`config.mk`:
```
export PLATFORM = sky130hd
export DESIGN_NAME = time_uart_scheduler
export DESIGN_NICKNAME = d
export VERILOG_FILES = /design/src/rtl/time_uart_scheduler.sv
export SDC_FILE = /design/constraint.sdc
export NUM_CORES = 1
export LEC_CHECK = 0
export CAP_MARGIN = 20
export CORE_UTILIZATION = 45
export DETAILED_ROUTE_END_ITERATION = 10
export GPL_TIMING_DRIVEN = 0
export PLACE_DENSITY = 0.72
export SYNTH_ARGS = -nofsm -noshare
export SYNTH_HDL_FRONTEND = slang
export SYNTH_SLANG_ARGS = --single-unit
```
`constraint.sdc`:
```
create_clock -name clk_i -period 5.51 [get_ports clk_i]
set_clock_uncertainty 0.05 [all_clocks]
set_input_delay 0.551 -clock clk_i [delete_from_list [all_inputs] [get_ports clk_i]]
set_output_delay 0.551 -clock clk_i [all_outputs]
set_load 0.03 [all_outputs]
```
`src/rtl/time_uart_scheduler.sv`:
```
// Sends "HH:MM:SS\r\n" on a shared UART, arbitrating the transmitter against the RX echo path.
// The time is snapshotted at message start, so digit changes mid-message never tear the output.
//
// state   | meaning
// --------+---------------------------------------------------------
// S_IDLE  | arbitrate between pending report and echo byte
// S_LOAD  | place report char(char_idx) into tx_data
// S_START | wait for transmitter idle, then pulse tx_start
// S_WAIT_HI | wait for transmitter to accept (tx_busy rises)
// S_WAIT_LO | wait for byte done; advance char, finish, or end echo
module time_uart_scheduler #(
  parameter int unsigned           DATA_WIDTH = 8,
  parameter logic [DATA_WIDTH-1:0] SEP_CHAR   = 8'h3A,
  parameter logic [DATA_WIDTH-1:0] BAD_CHAR   = 8'h3F
) (
  input  logic                  clk_i,
  input  logic                  rst_i,
  input  logic [3:0]            sec0_i,
  input  logic [3:0]            sec1_i,
  input  logic [3:0]            min0_i,
  input  logic [3:0]            min1_i,
  input  logic [3:0]            hour0_i,
  input  logic [3:0]            hour1_i,
  input  logic                  auto_en_i,
  input  logic                  report_req_i,
  input  logic                  echo_valid_i,
  input  logic [DATA_WIDTH-1:0] echo_data_i,
  output logic                  echo_ready_o,
  input  logic                  tx_busy_i,
  output logic                  tx_start_o,
  output logic [DATA_WIDTH-1:0] tx_data_o,
  output logic                  busy_o,
  output logic                  msg_done_o
);

  typedef enum logic [2:0] {S_IDLE, S_LOAD, S_START, S_WAIT_HI, S_WAIT_LO} state_t;

  localparam logic GRANT_ECHO   = 1'b0;
  localparam logic GRANT_REPORT = 1'b1;

  state_t                state_q, state_d;
  logic                  pending_q, pending_d;
  logic                  last_grant_q, last_grant_d;
  logic                  is_echo_q, is_echo_d;
  logic [3:0]            char_idx_q, char_idx_d;
  logic [23:0]           snap_q, snap_d;
  logic [3:0]            prev_sec0_q;
  logic [DATA_WIDTH-1:0] tx_data_q, tx_data_d;

  logic                  trig;
  logic                  grant_report;
  logic                  grant_echo;
  logic [DATA_WIDTH-1:0] char_sel;

  function automatic logic [DATA_WIDTH-1:0] digit_char(input logic [3:0] d);
    if (d > 4'd9) return BAD_CHAR;
    return DATA_WIDTH'({4'h3, d});
  endfunction

  assign trig = report_req_i | (auto_en_i & (sec0_i != prev_sec0_q));
  // Contention alternates on last_grant; grants are mutually exclusive by construction.
  assign grant_report = pending_q & (~echo_valid_i | (last_grant_q == GRANT_ECHO));
  assign grant_echo   = echo_valid_i & (~pending_q | (last_grant_q == GRANT_REPORT));

  always_comb begin
    char_sel = '0;
    case (char_idx_q)
      4'd0:       char_sel = digit_char(snap_q[23:20]);
      4'd1:       char_sel = digit_char(snap_q[19:16]);
      4'd2, 4'd5: char_sel = SEP_CHAR;
      4'd3:       char_sel = digit_char(snap_q[15:12]);
      4'd4:       char_sel = digit_char(snap_q[11:8]);
      4'd6:       char_sel = digit_char(snap_q[7:4]);
      4'd7:       char_sel = digit_char(snap_q[3:0]);
      4'd8:       char_sel = DATA_WIDTH'(8'h0D);
      4'd9:       char_sel = DATA_WIDTH'(8'h0A);
      default:    char_sel = '0;
    endcase
  end

  always_comb begin
    state_d      = state_q;
    pending_d    = pending_q;
    last_grant_d = last_grant_q;
    is_echo_d    = is_echo_q;
    char_idx_d   = char_idx_q;
    snap_d       = snap_q;
    tx_data_d    = tx_data_q;
    echo_ready_o = 1'b0;
    tx_start_o   = 1'b0;
    msg_done_o   = 1'b0;

    case (state_q)
      S_IDLE: begin
        if (grant_report) begin
          snap_d     = {hour1_i, hour0_i, min1_i, min0_i, sec1_i, sec0_i};
          char_idx_d = 4'd0;
          pending_d  = 1'b0;
          is_echo_d  = 1'b0;
          state_d    = S_LOAD;
        end else if (grant_echo) begin
          echo_ready_o = 1'b1;
          tx_data_d    = echo_data_i;
          last_grant_d = GRANT_ECHO;
          is_echo_d    = 1'b1;
          state_d      = S_START;
        end
      end
      S_LOAD: begin
        tx_data_d    = char_sel;
        last_grant_d = GRANT_REPORT;
        state_d      = S_START;
      end
      S_START: begin
        if (!tx_busy_i) begin
          tx_start_o = 1'b1;
          state_d    = S_WAIT_HI;
        end
      end
      S_WAIT_HI: begin
        if (tx_busy_i) state_d = S_WAIT_LO;
      end
      S_WAIT_LO: begin
        if (!tx_busy_i) begin
          if (is_echo_q) begin
            state_d = S_IDLE;
          end else if (char_idx_q < 4'd9) begin
            char_idx_d = char_idx_q + 4'd1;
            state_d    = S_LOAD;
          end else begin
            msg_done_o = 1'b1;
            state_d    = S_IDLE;
          end
        end
      end
      default: state_d = S_IDLE;
    endcase

    if (trig) pending_d = 1'b1;

    // Pulses must not leak out while reset is being applied.
    if (rst_i) begin
      echo_ready_o = 1'b0;
      tx_start_o   = 1'b0;
      msg_done_o   = 1'b0;
    end
  end

  always_ff @(posedge clk_i) begin
    prev_sec0_q <= sec0_i;
    if (rst_i) begin
      state_q      <= S_IDLE;
      pending_q    <= 1'b0;
      last_grant_q <= GRANT_ECHO;
      is_echo_q    <= 1'b0;
      char_idx_q   <= 4'd0;
      snap_q       <= '0;
      tx_data_q    <= '0;
    end else begin
      state_q      <= state_d;
      pending_q    <= pending_d;
      last_grant_q <= last_grant_d;
      is_echo_q    <= is_echo_d;
      char_idx_q   <= char_idx_d;
      snap_q       <= snap_d;
      tx_data_q    <= tx_data_d;
    end
  end

  assign tx_data_o = tx_data_q;
  assign busy_o    = (state_q != S_IDLE);

endmodule

```
After elaboration in Yosys (flattened, before gate mapping)
Cells that the tools add are included.
{"block": "op_classes", "n_addsub": 1, "magnitude_cmp": 7, "eq_ne": 23, "muxes": 61, "n_bitwise": 9, "n_reduce_logical": 15}
{"op": "8-bit 2-to-1 mux", "count": 14}
{"op": "8-bit one-hot mux with 9 select lines", "count": 1}
{"op": "1-bit 2-to-1 mux", "count": 33}
{"op": "4-bit greater-than comparator, second input constant", "count": 6}
{"op": "4-bit by 3-bit equality test with 1-bit output, second input constant", "count": 4}
{"op": "4-bit 2-to-1 mux", "count": 4}
{"op": "2-bit != test, second input constant", "count": 8}
{"op": "8-bit one-hot mux with 2 select lines", "count": 1}
{"op": "3-bit 2-to-1 mux", "count": 5}
{"op": "3-bit one-hot mux with 5 select lines", "count": 1}
{"op": "2-bit nonzero test", "count": 5}
{"op": "4-bit by 2-bit equality test with 1-bit output, second input constant", "count": 2}
{"op": "4-bit equality test, second input constant", "count": 2}
{"op": "4-bit one-hot mux with 2 select lines", "count": 1}
{"op": "3-bit by 2-bit equality test with 1-bit output, second input constant", "count": 2}
{"op": "2-bit AND reduction", "count": 3}
{"op": "5-bit AND reduction", "count": 1}
{"op": "4-bit by 1-bit adder with 4-bit output, second input constant", "count": 1}
{"op": "4-bit by 1-bit equality test with 1-bit output, second input constant", "count": 1}
{"op": "4-bit logical NOT", "count": 1}
{"op": "4-bit < comparator, second input constant", "count": 1}
{"op": "4-bit != test", "count": 1}
{"op": "4-bit AND reduction", "count": 1}
{"op": "1-bit AND", "count": 3}
{"op": "10 further kinds", "count": 14}
{"block": "word_totals", "reg_bits": 46, "inputBits": 38, "output_inout_bits": 12, "wordCells": 124}

Depth between registers and ports, before layout
Gate-level depths: netlist of the first run.
{"block": "logic_depth", "depth_word": 7, "ltp_mapped": 8, "depth_no_buf": 7}

Worst setup path before layout of the first run
OpenSTA, ideal clock, no wires.
{"block": "synth_timing", "kind": "reg2out", "startpoint": "reg state_q[2]", "endpoint": "out echo_ready_o", "arrival_time_ns": 1.623, "required_time_ns": 4.909, "slack_ns": 3.286, "stages_incl_launch_ff": 5, "path_cell_list": "dfxtp_1 buf_2 or3_1 nand2b_1 nor2_1"}
{"block": "synth_between", "elab_chain_len": 3}
{"element": "start: declaration", "line": "41", "rtl": "state_t state_q, state_d;"}
{"element": "start signal: assignment", "line": "160", "rtl": "state_q <= state_d;"}
{"element": "3-bit logical NOT", "line": "93", "rtl": "case (state_q)"}
{"element": "1-bit 2-to-1 mux", "line": "93"}
{"element": "1-bit 2-to-1 mux", "line": "142", "rtl": "if (rst_i) begin"}
{"element": "end: declaration", "line": "28", "rtl": "output logic echo_ready_o,"}
No other way between the ends.

Worst setup path after layout of the first run
{"block": "layout_timing", "startpoint": "in echo_valid_i", "endpoint": "out echo_ready_o"}
{"block": "layout_between", "elab_chain_len": 6}
{"element": "start: declaration", "line": "26", "rtl": "input logic echo_valid_i,"}
{"element": "1-bit inverter", "line": "62", "rtl": "assign grant_report = pending_q & (~echo_valid_i | (last_grant_q == GRANT_ECHO));"}
{"element": "1-bit bitwise OR", "line": "62"}
{"element": "1-bit AND", "line": "62"}
{"element": "1-bit 2-to-1 mux (*)", "line": "95", "rtl": "if (grant_report) begin"}
{"element": "1-bit 2-to-1 mux (*)", "line": "93"}
{"element": "1-bit 2-to-1 mux (*)", "line": "142"}
Every way passes the cells marked *; elsewhere a longest branch is shown, timed or not.

==> results of run 1 <==
-- flip-flops by register name (all words and copies together) (netlist names) --
| signal | count |
|---|---|
| snap_q | 24 |
| tx_data_o | 8 |
| char_idx_q | 4 |
| prev_sec0_q | 4 |
| state_q | 3 |
| is_echo_q | 1 |
| last_grant_q | 1 |
| pending_q | 1 |
-- metrics by stage --
stage          power, mW  hold slack (ns)  instance area, µm²  utilization  cells
6_report            1.07            0.404                2940        0.611    419
2_1_floorplan      0.725            0.383                2300            -    298
3_5_place_dp       0.874            0.396                2860        0.594    413
5_1_grt             1.15            0.432                2940        0.611    419
4_1_cts             1.07            0.406                2940        0.611    419
3_3_place_gp       0.863            0.388                2860        0.594    413
-- final cells by class --
cell class | count | area (µm²) | area share
Buffer | 18 | 72.6 | 0.0247
Clock buffer | 6 | 82.6 | 0.0281
Inverter | 11 | 41.3 | 0.0140
Multi-Input combinational cell | 223 | 1260 | 0.429
Sequential cell | 46 | 921 | 0.313
Tap cell | 67 | 83.8 | 0.0285
Timing Repair Buffer | 48 | 480 | 0.163
-- layer usage --
layer  GRT usage  vias to the layer above
li1            -                     1154
met1       0.296                     1029
met2       0.399                       57
met3      0.0453                        5
met4      0.0641                        0
met5           0                        -
-- worst paths after layout --
check,endpoint,startpoint,slack (ns),cells after the start
worst min register to register,tx_data_o[6],tx_data_o[6],0.40,2
worst max register to register,tx_data_o[2],char_idx_q[0],3.29,8
worst min-delay path,tx_data_o[6],tx_data_o[6],0.40,2
worst max-delay path,echo_ready_o,echo_valid_i,2.57,5
-- worst max-delay path, delay by kind of cell --
kind	cells	cell delay (ns)
AO/OA/AOI/OAI	1	0.34
AND/OR/NAND/NOR	2	0.28
buffers and inverters	2	1.17
-- cell usage in the layout, fill, tap and decap left out, types with 3 or more instances in the layout --
master and instances:
nor2b_1 3, o21a_1 4, clkdlybuf4s50_1 48, xor2_1 4, or3_1 3, a21o_1 5
nand2_1 62, nand2b_1 5, clkbuf_1 13, a211oi_1 7, ha_1 5, a21oi_1 50
a22oi_1 4, nor2_1 18, clkbuf_8 6, inv_1 11, buf_2 4, o21ai_0 11
nor3_1 5, dfxtp_1 46
-- logic make-up (layout without fill, tap and decap cells) --
kind of cell	Yosys count	count (layout)	share of synthesized area
muxes	1	1	0.00436
and+or+nand+nor	110	110	0.215
xor gates and xnor gates	5	5	0.0191
adders and majority gates	5	5	0.0272
DFF	46	46	0.401
buffers and inverters	29	83	0.0496
AOI/OAI and AO/OA	102	102	0.283
-- power by group through the flow --
stage                     registers [mW]  clock network, mW  logic, mW
after floorplan                    0.478                  0      0.247
after global routing               0.450              0.221      0.477
after detailed placement           0.451                  0      0.424
after global placement             0.448                  0      0.415
final                              0.443              0.200      0.424
after CTS                          0.443              0.206      0.426
==> metrics.md, run 1 <==
| Metric | Value |
|---|---|
| # IOs | `50` |
| Core ar. | `~0.0048 mm²` |
| DR top layer | `met4` |
| Seq/Total Area, Yosys | `0.401` |
| Cell mode on critical path | `clkdlybuf4s50_1` |
| 1st-iter DRT viols | `158` |
| Pint | `~0.67 mW` |
| Routability Congestion | `between 0.9 and 1` |
| Syn_nets | `between 300 and 400` |
| Setup TNS | `0 ns` |
| Share of layout cells above drive strength 1 | `0.0511` |
| Drc violations | `0` |
| Yosys top cell area share | `0.401` |
| Cell variety after synth | `48` |
| CP Cell Sequence | `clkdlybuf4s50_1, a21boi_0, nand2b_1, nor2_1, clkdlybuf4s50_1` |
| Worst Path Class, Setup | `in -> out` |
| RSZ-0062 raised after global routing | `no` |
| Post-DR wirelength/cell | `13.3 µm` |
| Fill cells | `around 500` |
| Mapped Cells | `about 300` |
| Hold-fix buffers at CTS | `0` |
| Clock Power Share | `0.188` |
| Count of pins over their slew limit | `0` |
| Fin crit period | `approximately 3 ns` |
| Final WL | `between 5 and 6 mm` |
| Die ar. | `about 0.0054 mm²` |
| Max VDD drop | `about 180 µV` |
| Number of synthesized flops with an enable pin | `0` |
| Post-synth top cells | `nand2_1 (62), a21oi_1 (50), dfxtp_1 (46), nor2_1 (18), clkbuf_1 (13)` |
| Worst-Margin Slew | `approximately 0.56 ns` |
| First-pass GRT wire length | `~9.6 mm` |
| WP data required | `just under 5 ns` |
| Starting density of the core | `0.477` |
| Max cap viols | `0` |
| Synth area leaders | `dfxtp_1 (40%), a21oi_1 (11%), nand2_1 (10%)` |
| Count leader, synth | `nand2_1` |
| Tot GR Track Use | `0.232` |
| Slew headroom | `0.621` |
| Antenna violations before repair | `0` |
| Antenna diodes | `0` |
| Period Utilization, post-route | `0.534` |
| Clk pin slew, worst setup/hold paths | `about 0.07 ns` |
| Comb power frac | `0.397` |
| # H-tree levels | `2` |
| Worst setup SP type | `primary input` |
| Asr flop ratio synth | `0` |
| Avg Cell Area, Syn | `between 7 and 8 µm²` |
| Via/cell ratio | `approximately 5.4` |
| Mapped cell area | `0.00230 mm²` |
| Switch Pwr | `0.401 mW` |
| Fin. Hold Viols | `0` |
| Slowest CP cell | `clkdlybuf4s50_1` |
| Pre-CTS WS | `about 2.6 ns` |
| Setup Viol. Count Final | `0` |
| DR WL met3 | `around 280 µm` |
| Setup bufs post-CTS | `0` |
| Max incr delay on CP | `slightly below 0.7 ns` |
| Flop pwr share | `0.415` |
| Final Net Count | `396` |
| P&R area growth vs syn | `28.2%` |
| HP Class | `reg -> reg` |
| Maximum clock rate | `0.340 GHz` |
| Die span in y | `between 70 and 80 µm` |
| PortBufs | `48` |
| Skew-Pair Late Insertion Delay | `0.30 ns` |
| Die width | `around 73 µm` |
| Worst-path maximum fanout | `3` |
| Vias | `2245` |
| CTS sink cnt | `46` |
| Final ANT Viol Nets | `0` |
| CTS root buffer | `clkbuf_8` |
| Power per Cell Area | `around 360 mW/mm²` |
| DRT Pass-1 Iters | `4` |
| Wl on met1 | `between 2 and 3 mm` |
| CTS tree | `built` |
| Metal2 WL | `2.64 mm` |
| Cell taking the most area after synthesis | `dfxtp_1` |
| Switching Share | `0.376` |
| Vias in the first global route | `2100` |
| TritonCTS Buffers | `5` |
| Core Rows | `25` |
| Synth warn | `0` |
| Final WS setup | `2.57 ns` |
| Largest net degree at the start of global routing | `13` |
| Post-cts sizing count | `0` |
| Status | `finished, final reports clean` |
| CTS max path bufs | `2` |
| DPL Wire Length | `roughly 4.3 mm` |
| Critical Path Sink Type | `output port` |
| Top FF cell, synth | `dfxtp_1` |
| Worst endpoint data arrival time | `roughly 2.3 ns` |
| Grt ovf | `0` |
| Leak Pwr | `between 1 and 1.5 nW` |
| FF+latch count, synth | `46` |
Power figures use the tool's default switching activity.
==> run 2: changes to the inputs <==
--- a/config.mk
+++ b/config.mk
@@ -9,7 +9,7 @@
 export CORE_UTILIZATION = 45
 export DETAILED_ROUTE_END_ITERATION = 10
 export GPL_TIMING_DRIVEN = 0
-export PLACE_DENSITY = 0.72
+export PLACE_DENSITY = 0.75
 export SYNTH_ARGS = -nofsm -noshare
 export SYNTH_HDL_FRONTEND = slang
 export SYNTH_SLANG_ARGS = --single-unit
==> constraint.sdc (replaced) <==
create_clock -name clk_i -period 2.7 [get_ports clk_i]
set_clock_uncertainty 0.05 [all_clocks]
set_input_delay 0.27 -clock clk_i [delete_from_list [all_inputs] [get_ports clk_i]]
set_output_delay 0.27 -clock clk_i [all_outputs]
set_load 0.03 [all_outputs]
==> metrics.md, run 2 (synthesized netlist as in run 1, its figures left out) <==
| Metric | Value |
|---|---|
| Status | `finished, final reports clean` |
| Finished Core Util | `0.613 (+0.00234)` |
| Worst setup SP type | `flop` |
| Hold-fix buffers at CTS | `0 (unchanged)` |
| Leading cell type in the layout, fill and taps excluded | `nand2_1` |
| CTS root buffer | `clkbuf_8` |
| Worst endpoint data arrival time | `2.22 ns (-0.12 ns)` |
| Period Utilization, post-route | `0.942` |
| CP Launch Point | `char_idx_q[3]` |
| Grt ovf | `0 (unchanged)` |
| PortBufs | `48 (unchanged)` |
| Reg-to-reg slack, setup | `0.49 ns (-2.80 ns)` |
| Leak Pwr | `1.09 nW (+1.9%)` |
| Final Net Count | `395 (-0.25%)` |
| Fin crit period | `about 2.5 ns` |
| Share of layout cells above drive strength 1 | `0.0567 (+0.00552)` |
| Largest register by flop count | `snap_q` |
| Max cap viols | `0 (unchanged)` |
| Drc violations | `0 (unchanged)` |
| # IOs | `50 (unchanged)` |
| Setup bufs post-CTS | `0 (unchanged)` |
| Skew-Pair Late Insertion Delay | `0.31 ns (about the same)` |
| Max reg flops | `24 (unchanged)` |
| Hold Path Sink | `tx_data_o[0]` |
| RSZ-0062 raised after global routing | `no` |
| 1st-iter DRT viols | `181 (+15%)` |
| Die span in y | `73.4 µm (unchanged)` |
| # H-tree levels | `2 (unchanged)` |
| Starting density of the core | `0.477 (unchanged)` |
| Max VDD drop | `394 µV (+120%)` |
| Routability Congestion | `0.972 (+7.5%)` |
| Power per Cell Area | `750 mW/mm² (+110%)` |
| Worst Path Class, Setup | `reg -> out` |
| Setup Viol. Count Final | `0 (unchanged)` |
| Final ANT Viol Nets | `0 (unchanged)` |
| Post-cts sizing count | `0 (unchanged)` |
| Antenna violations before repair | `0 (unchanged)` |
| Hold Crit Start | `rst_i` |
| Via/cell ratio | `5.45 (+1.7%)` |
| CTS tree | `built` |
| First-pass GRT wire length | `9.68 mm (+0.93%)` |
| DRT Pass-1 Iters | `5 (+1)` |
| R2r worst-path depth | `8 (unchanged)` |
| Post-DR wirelength/cell | `13.6 µm (+2.8%)` |
| Worst-path maximum fanout | `11 (+8)` |
| DPL Wire Length | `4.26 mm (about the same)` |
| Antenna diodes | `0 (unchanged)` |
| Tot GR Track Use | `0.231 (-0.000648)` |
| Count of pins over their slew limit | `0 (unchanged)` |
| Die ar. | `0.00539 mm² (unchanged)` |
| Worst-Margin Slew | `0.581 ns (+0.0161 ns)` |
| CTS max path bufs | `2 (unchanged)` |
| Setup TNS | `0 ns (unchanged)` |
| Core ar. | `0.00482 mm² (unchanged)` |
| HP Class | `in -> reg` |
| Largest net degree at the start of global routing | `15 (+2)` |
| CTS sink cnt | `46 (unchanged)` |
| Vias in the first global route | `2118 (+0.86%)` |
| Reg-to-reg endpoint | `tx_data_o[1]` |
| Final WL | `5.73 mm (+3.0%)` |
| TritonCTS Buffers | `5 (unchanged)` |
| Clk pin slew, worst setup/hold paths | `0.09 ns (+0.02 ns)` |
| Die width | `73.4 µm (unchanged)` |
| WP data required | `2.38 ns (-2.53 ns)` |
| Critical Path Sink Type | `output port` |
| P&R area growth vs syn | `28.7%` |
| Maximum clock rate | `slightly below 0.4 GHz` |
| Vias | `2288 (+1.9%)` |
| Slew headroom | `0.613 (-0.00823)` |
| Core Rows | `25 (unchanged)` |
| Hold Path Stages | `2 (unchanged)` |
| Worst r2r src | `char_idx_q[0]` |
| Fin. Hold Viols | `0 (unchanged)` |
| Tot Pwr | `2.21 mW (+110%)` |
| Most frequent cells in the layout | `nand2_1 (62), a21oi_1 (50), clkdlybuf4s50_1 (47)` |
run 2: cell count changes in the layout (fill, tap and decap cells not counted):
cell             change
dlymetal6s2s_1       +1
clkinv_2             +1
clkbuf_1             -1
clkinvlp_4           +1
clkdlybuf4s50_1      -1
run 2: area by class of cell:
type	count	area (µm²)
multi-input cells	223	1260
inverters	11	41.3
fillers	483	1860
plain buffers	17	68.8
clock buffers	6	82.6
flip-flops and latches	46	921
repair buffers	48	483
clock inverters	2	12.5
well taps	67	83.8
run 2: worst max-delay path by stage:
| stage | endpoint | slack, ns | cells past startpoint |
|---|---|---|---|
| after CTS | msg_done_o | 0.02 | 6 |
| after detailed placement | echo_ready_o | 0.29 | 5 |
| after global routing | msg_done_o | 0.009 | 5 |
| final | msg_done_o | 0.16 | 5 |
| after floorplan | char_idx_q[3] | 0.68 | 6 |
| after global placement | echo_ready_o | 0.30 | 5 |
run 2: routing by layer:
| layer | routed length [µm] | global-route usage | vias up |
|---|---|---|---|
| met5 | 0 | 0 | - |
| met4 | 57 | 0.0534 | 0 |
| met3 | 350 | 0.0425 | 8 |
| met2 | 2690 | 0.390 | 82 |
| met1 | 2630 | 0.308 | 1047 |
| li1 | - | - | 1151 |
run 2: power by group:
group | switching (mW) | internal, mW
Clock | 0.240 | 0.206
Sequential | 0.0962 | 0.807
Combinational | 0.512 | 0.354
run 2: metrics by stage:
step / instances / hold slack [ns] / worst slack (ns) / area (µm²)
4_1_cts: 421 / 0.328 / 0.0224 / 2960
3_3_place_gp: 413 / 0.389 / 0.299 / 2860
3_5_place_dp: 413 / 0.393 / 0.290 / 2860
5_1_grt: 420 / 0.352 / 0.00929 / 2950
6_report: 420 / 0.321 / 0.157 / 2950
2_1_floorplan: 298 / 0.248 / 0.679 / 2300
run 2: critical path, cell delays in order, from the launching register on:
cell and delay [ns]:
dfxtp_1 0.57, inv_1 0.18, a21oi_1 0.23, nand2_1 0.09, nor3_1 0.15, clkdlybuf4s50_1 0.70
==> run 3: changes to the inputs <==
--- a/config.mk
+++ b/config.mk
@@ -5,8 +5,10 @@
 export SDC_FILE = /design/constraint.sdc
 export NUM_CORES = 1
 export LEC_CHECK = 0
+export ABC_AREA = 1
 export CAP_MARGIN = 20
 export CORE_UTILIZATION = 45
+export CTS_CLUSTER_SIZE = 16
 export DETAILED_ROUTE_END_ITERATION = 10
 export GPL_TIMING_DRIVEN = 0
 export PLACE_DENSITY = 0.75
==> metrics.md, run 3 <==
| Metric | Value |
|---|---|
| TritonCTS Buffers | `5 (unchanged)` |
| Max reg flops | `24 (unchanged)` |
| Starting density of the core | `0.465 (-0.0111)` |
| Max cap viols | `0 (unchanged)` |
| Worst-path maximum fanout | `5 (-6)` |
| Fin crit period | `2.47 ns (-0.0758 ns)` |
| Syn_nets | `388 (+14%)` |
| Worst setup SP type | `flop` |
| Clk pin slew, worst setup/hold paths | `0.09 ns (about the same)` |
| Top FF cell, synth | `dfxtp_1` |
| DRT Pass-1 Iters | `4 (-1)` |
| GRT met3 Usage | `0.0379 (-0.00458)` |
| Vias in the first global route | `2095 (-1.1%)` |
| Count leader, synth | `nand2_1` |
| Antenna diodes | `0 (unchanged)` |
| Core ar. | `0.00507 mm² (+5.4%)` |
| Drc violations | `0 (unchanged)` |
| WP data required | `2.38 ns (about the same)` |
| Avg Cell Area, Syn | `6.85 µm² (-11%)` |
| 1st-iter DRT viols | `116 (-36%)` |
| Hold Path Stages | `2 (unchanged)` |
| Worst-Margin Slew | `0.534 ns (-0.0474 ns)` |
| Post-Synth Adder-Cell Area | `0.0265 (-0.000765)` |
| Die width | `74.5 µm (+1.4%)` |
| Critical Path Sink Type | `output port` |
| Synth Area in XOR/XNOR | `0.00742 (-0.0117)` |
| Pre-CTS WS | `0.260 ns (-0.0309 ns)` |
| Most frequent cells in the layout | `nand2_1 (73), clkdlybuf4s50_1 (48), dfxtp_1 (46)` |
| CTS tree | `built` |
| CP Launch Point | `char_idx_q[0]` |
| First-pass GRT wire length | `9.25 mm (-4.5%)` |
| Die span in y | `74.5 µm (+1.4%)` |
| Post-DR wirelength/cell | `12.2 µm (-11%)` |
| GR Util met1 | `0.294 (-0.0139)` |
| Leading cell type in the layout, fill and taps excluded | `nand2_1` |
| Synth area leaders | `dfxtp_1 (39%), nand2_1 (12%), o21ai_0 (9.5%)` |
| Maximum clock rate | `0.405 GHz (+3.1%)` |
| Grt ovf | `0 (unchanged)` |
| Worst endpoint data arrival time | `2.15 ns (-0.07 ns)` |
| Final WL | `5.73 mm (+0.12%)` |
| Worst r2r src | `char_idx_q[0]` |
| Final Net Count | `443 (+12%)` |
| Setup Viol. Count Final | `0 (unchanged)` |
| CTS root buffer | `clkbuf_8` |
| FF+latch count, synth | `46 (unchanged)` |
| Synth Area in Simple Gates | `0.291 (+0.0755)` |
| CTS max path bufs | `2 (unchanged)` |
| Final ANT Viol Nets | `0 (unchanged)` |
| # IOs | `50 (unchanged)` |
| Count of pins over their slew limit | `0 (unchanged)` |
| Synth warn | `0 (unchanged)` |
| Skew-Pair Late Insertion Delay | `0.30 ns (about the same)` |
| Post-synth top cells | `nand2_1 (73), dfxtp_1 (46), o21ai_0 (45), nor2_1 (41), inv_1 (39)` |
| Largest family of logic cells by synthesized area | `simple AND/OR/NAND/NOR gates` |
| Tot Pwr | `2.20 mW (-0.64%)` |
| Hold Crit Start | `rst_i` |
| Final hold slack | `0.233 ns (-0.0879 ns)` |
| Setup bufs post-CTS | `0 (unchanged)` |
| Routability Congestion | `0.934 (-3.9%)` |
| Via/cell ratio | `4.99 (-8.5%)` |
| RSZ-0062 raised after global routing | `no` |
| Antenna violations before repair | `0 (unchanged)` |
| Tot GR Track Use | `0.218 (-0.0137)` |
| Cell variety after synth | `30 (-38%)` |
| Number of synthesized flops with an enable pin | `0 (unchanged)` |
| Post-synthesis compound-gate area fraction | `0.185 (-0.0985)` |
| Core Rows | `26 (+4.0%)` |
| Die ar. | `0.00554 mm² (+2.8%)` |
| Worst Path Class, Setup | `reg -> out` |
| Post-cts sizing count | `0 (unchanged)` |
| # H-tree levels | `2 (unchanged)` |
| Status | `finished, final reports clean` |
| HP Class | `in -> reg` |
| Hold-fix buffers at CTS | `0 (unchanged)` |
| Setup TNS | `0 ns (unchanged)` |
| Fin. Hold Viols | `0 (unchanged)` |
| Period Utilization, post-route | `0.914 (-0.0281)` |
| Asr flop ratio synth | `0 (unchanged)` |
| CTS sink cnt | `46 (unchanged)` |
| Busiest grt layer | `met2` |
| DPL Wire Length | `4.32 mm (+1.4%)` |
| P&R area growth vs syn | `30.1%` |
| Final WS setup | `0.233 ns (+0.0758 ns)` |
| Vias | `2349 (+2.7%)` |
| Largest net degree at the start of global routing | `15 (unchanged)` |
| Share of layout cells above drive strength 1 | `0.0823 (+0.0256)` |
| Power per Cell Area | `716 mW/mm² (-4.5%)` |
| GR Util met2 | `0.353 (-0.0366)` |
| Largest register by flop count | `snap_q` |
| Yosys top cell area share | `0.390 (-0.0113)` |
| R2r worst-path depth | `10 (+2)` |
| PortBufs | `48 (unchanged)` |
| Leak Pwr | `1.42 nW (+31%)` |
| Mapped cell area | `0.00236 mm² (+2.9%)` |
| Mapped Cells | `345 (+16%)` |
| Seq/Total Area, Yosys | `0.390 (-0.0113)` |
| Max VDD drop | `379 µV (-3.8%)` |
| Slew headroom | `0.644 (+0.0316)` |
| Cell taking the most area after synthesis | `dfxtp_1` |
| Mux contribution to synthesized area | `0 (-0.00436)` |
-- run 3: changes by cell type in the layout (fill, tap and decap cells not counted), moves of 9 or more --
cell / change
inv_1: +28
clkbuf_1: -9
a21oi_1: -15
nand3_1: +15
nand2_1: +11
o21ai_0: +34
nor2_1: +23
-- run 3: final timing paths --
check | slack [ns] | to
min | 0.23 | state_q[0]
max | 0.23 | msg_done_o
max reg2reg | 1.04 | tx_data_o[4]
min reg2reg | 0.41 | snap_q[12]
-- run 3: metrics by stage --
step	std cells	area, µm²	utilization
4_1_cts	471	3070	0.606
2_1_floorplan	345	2360	-
6_report	471	3070	0.606
3_5_place_dp	463	2930	0.577
3_3_place_gp	463	2930	0.577
5_1_grt	471	3070	0.606
-- run 3: layer usage --
metal  share of wire  wire (µm)  up-vias
met5               0          0        -
met4          0.0089         51        0
met3           0.035        201        6
met2            0.46       2650       40
met1            0.49       2830     1083
li1                -          -     1220
-- run 3: cell type report --
class,instances,area [µm²]
multi-input combinational,244,1200
tap,70,87.6
fill,484,2000
clock inverter,2,60.1
timing repair buffer,48,480
sequential,46,921
buffer,11,72.6
inverter,44,165
clock buffer,6,82.6
-- run 3: power breakdown --
part | internal, mW | total [mW] | switching [mW]
clock | 0.395 | 0.629 | 0.234
sequential | 0.792 | 0.870 | 0.0776
combinational | 0.283 | 0.702 | 0.419
-- run 3: critical path, stage by stage, from the launching register on --
cell             delay, ns
dfxtp_1               0.42
inv_1                 0.13
ha_1                  0.22
nand2_1               0.06
nand2_1               0.08
nor4_1                0.20
clkdlybuf4s50_1       0.72
-- run 3: kinds of logic (layout without fill, tap and decap cells) --
family                   Yosys count  in the layout
AO/OA/AOI/OAI                     85             85
XOR/XNOR                           2              2
adder cells (fa/ha/maj)            5              5
flip-flops                        46             46
AND/OR/NAND/NOR                  152            152
buffers and inverters             55            111
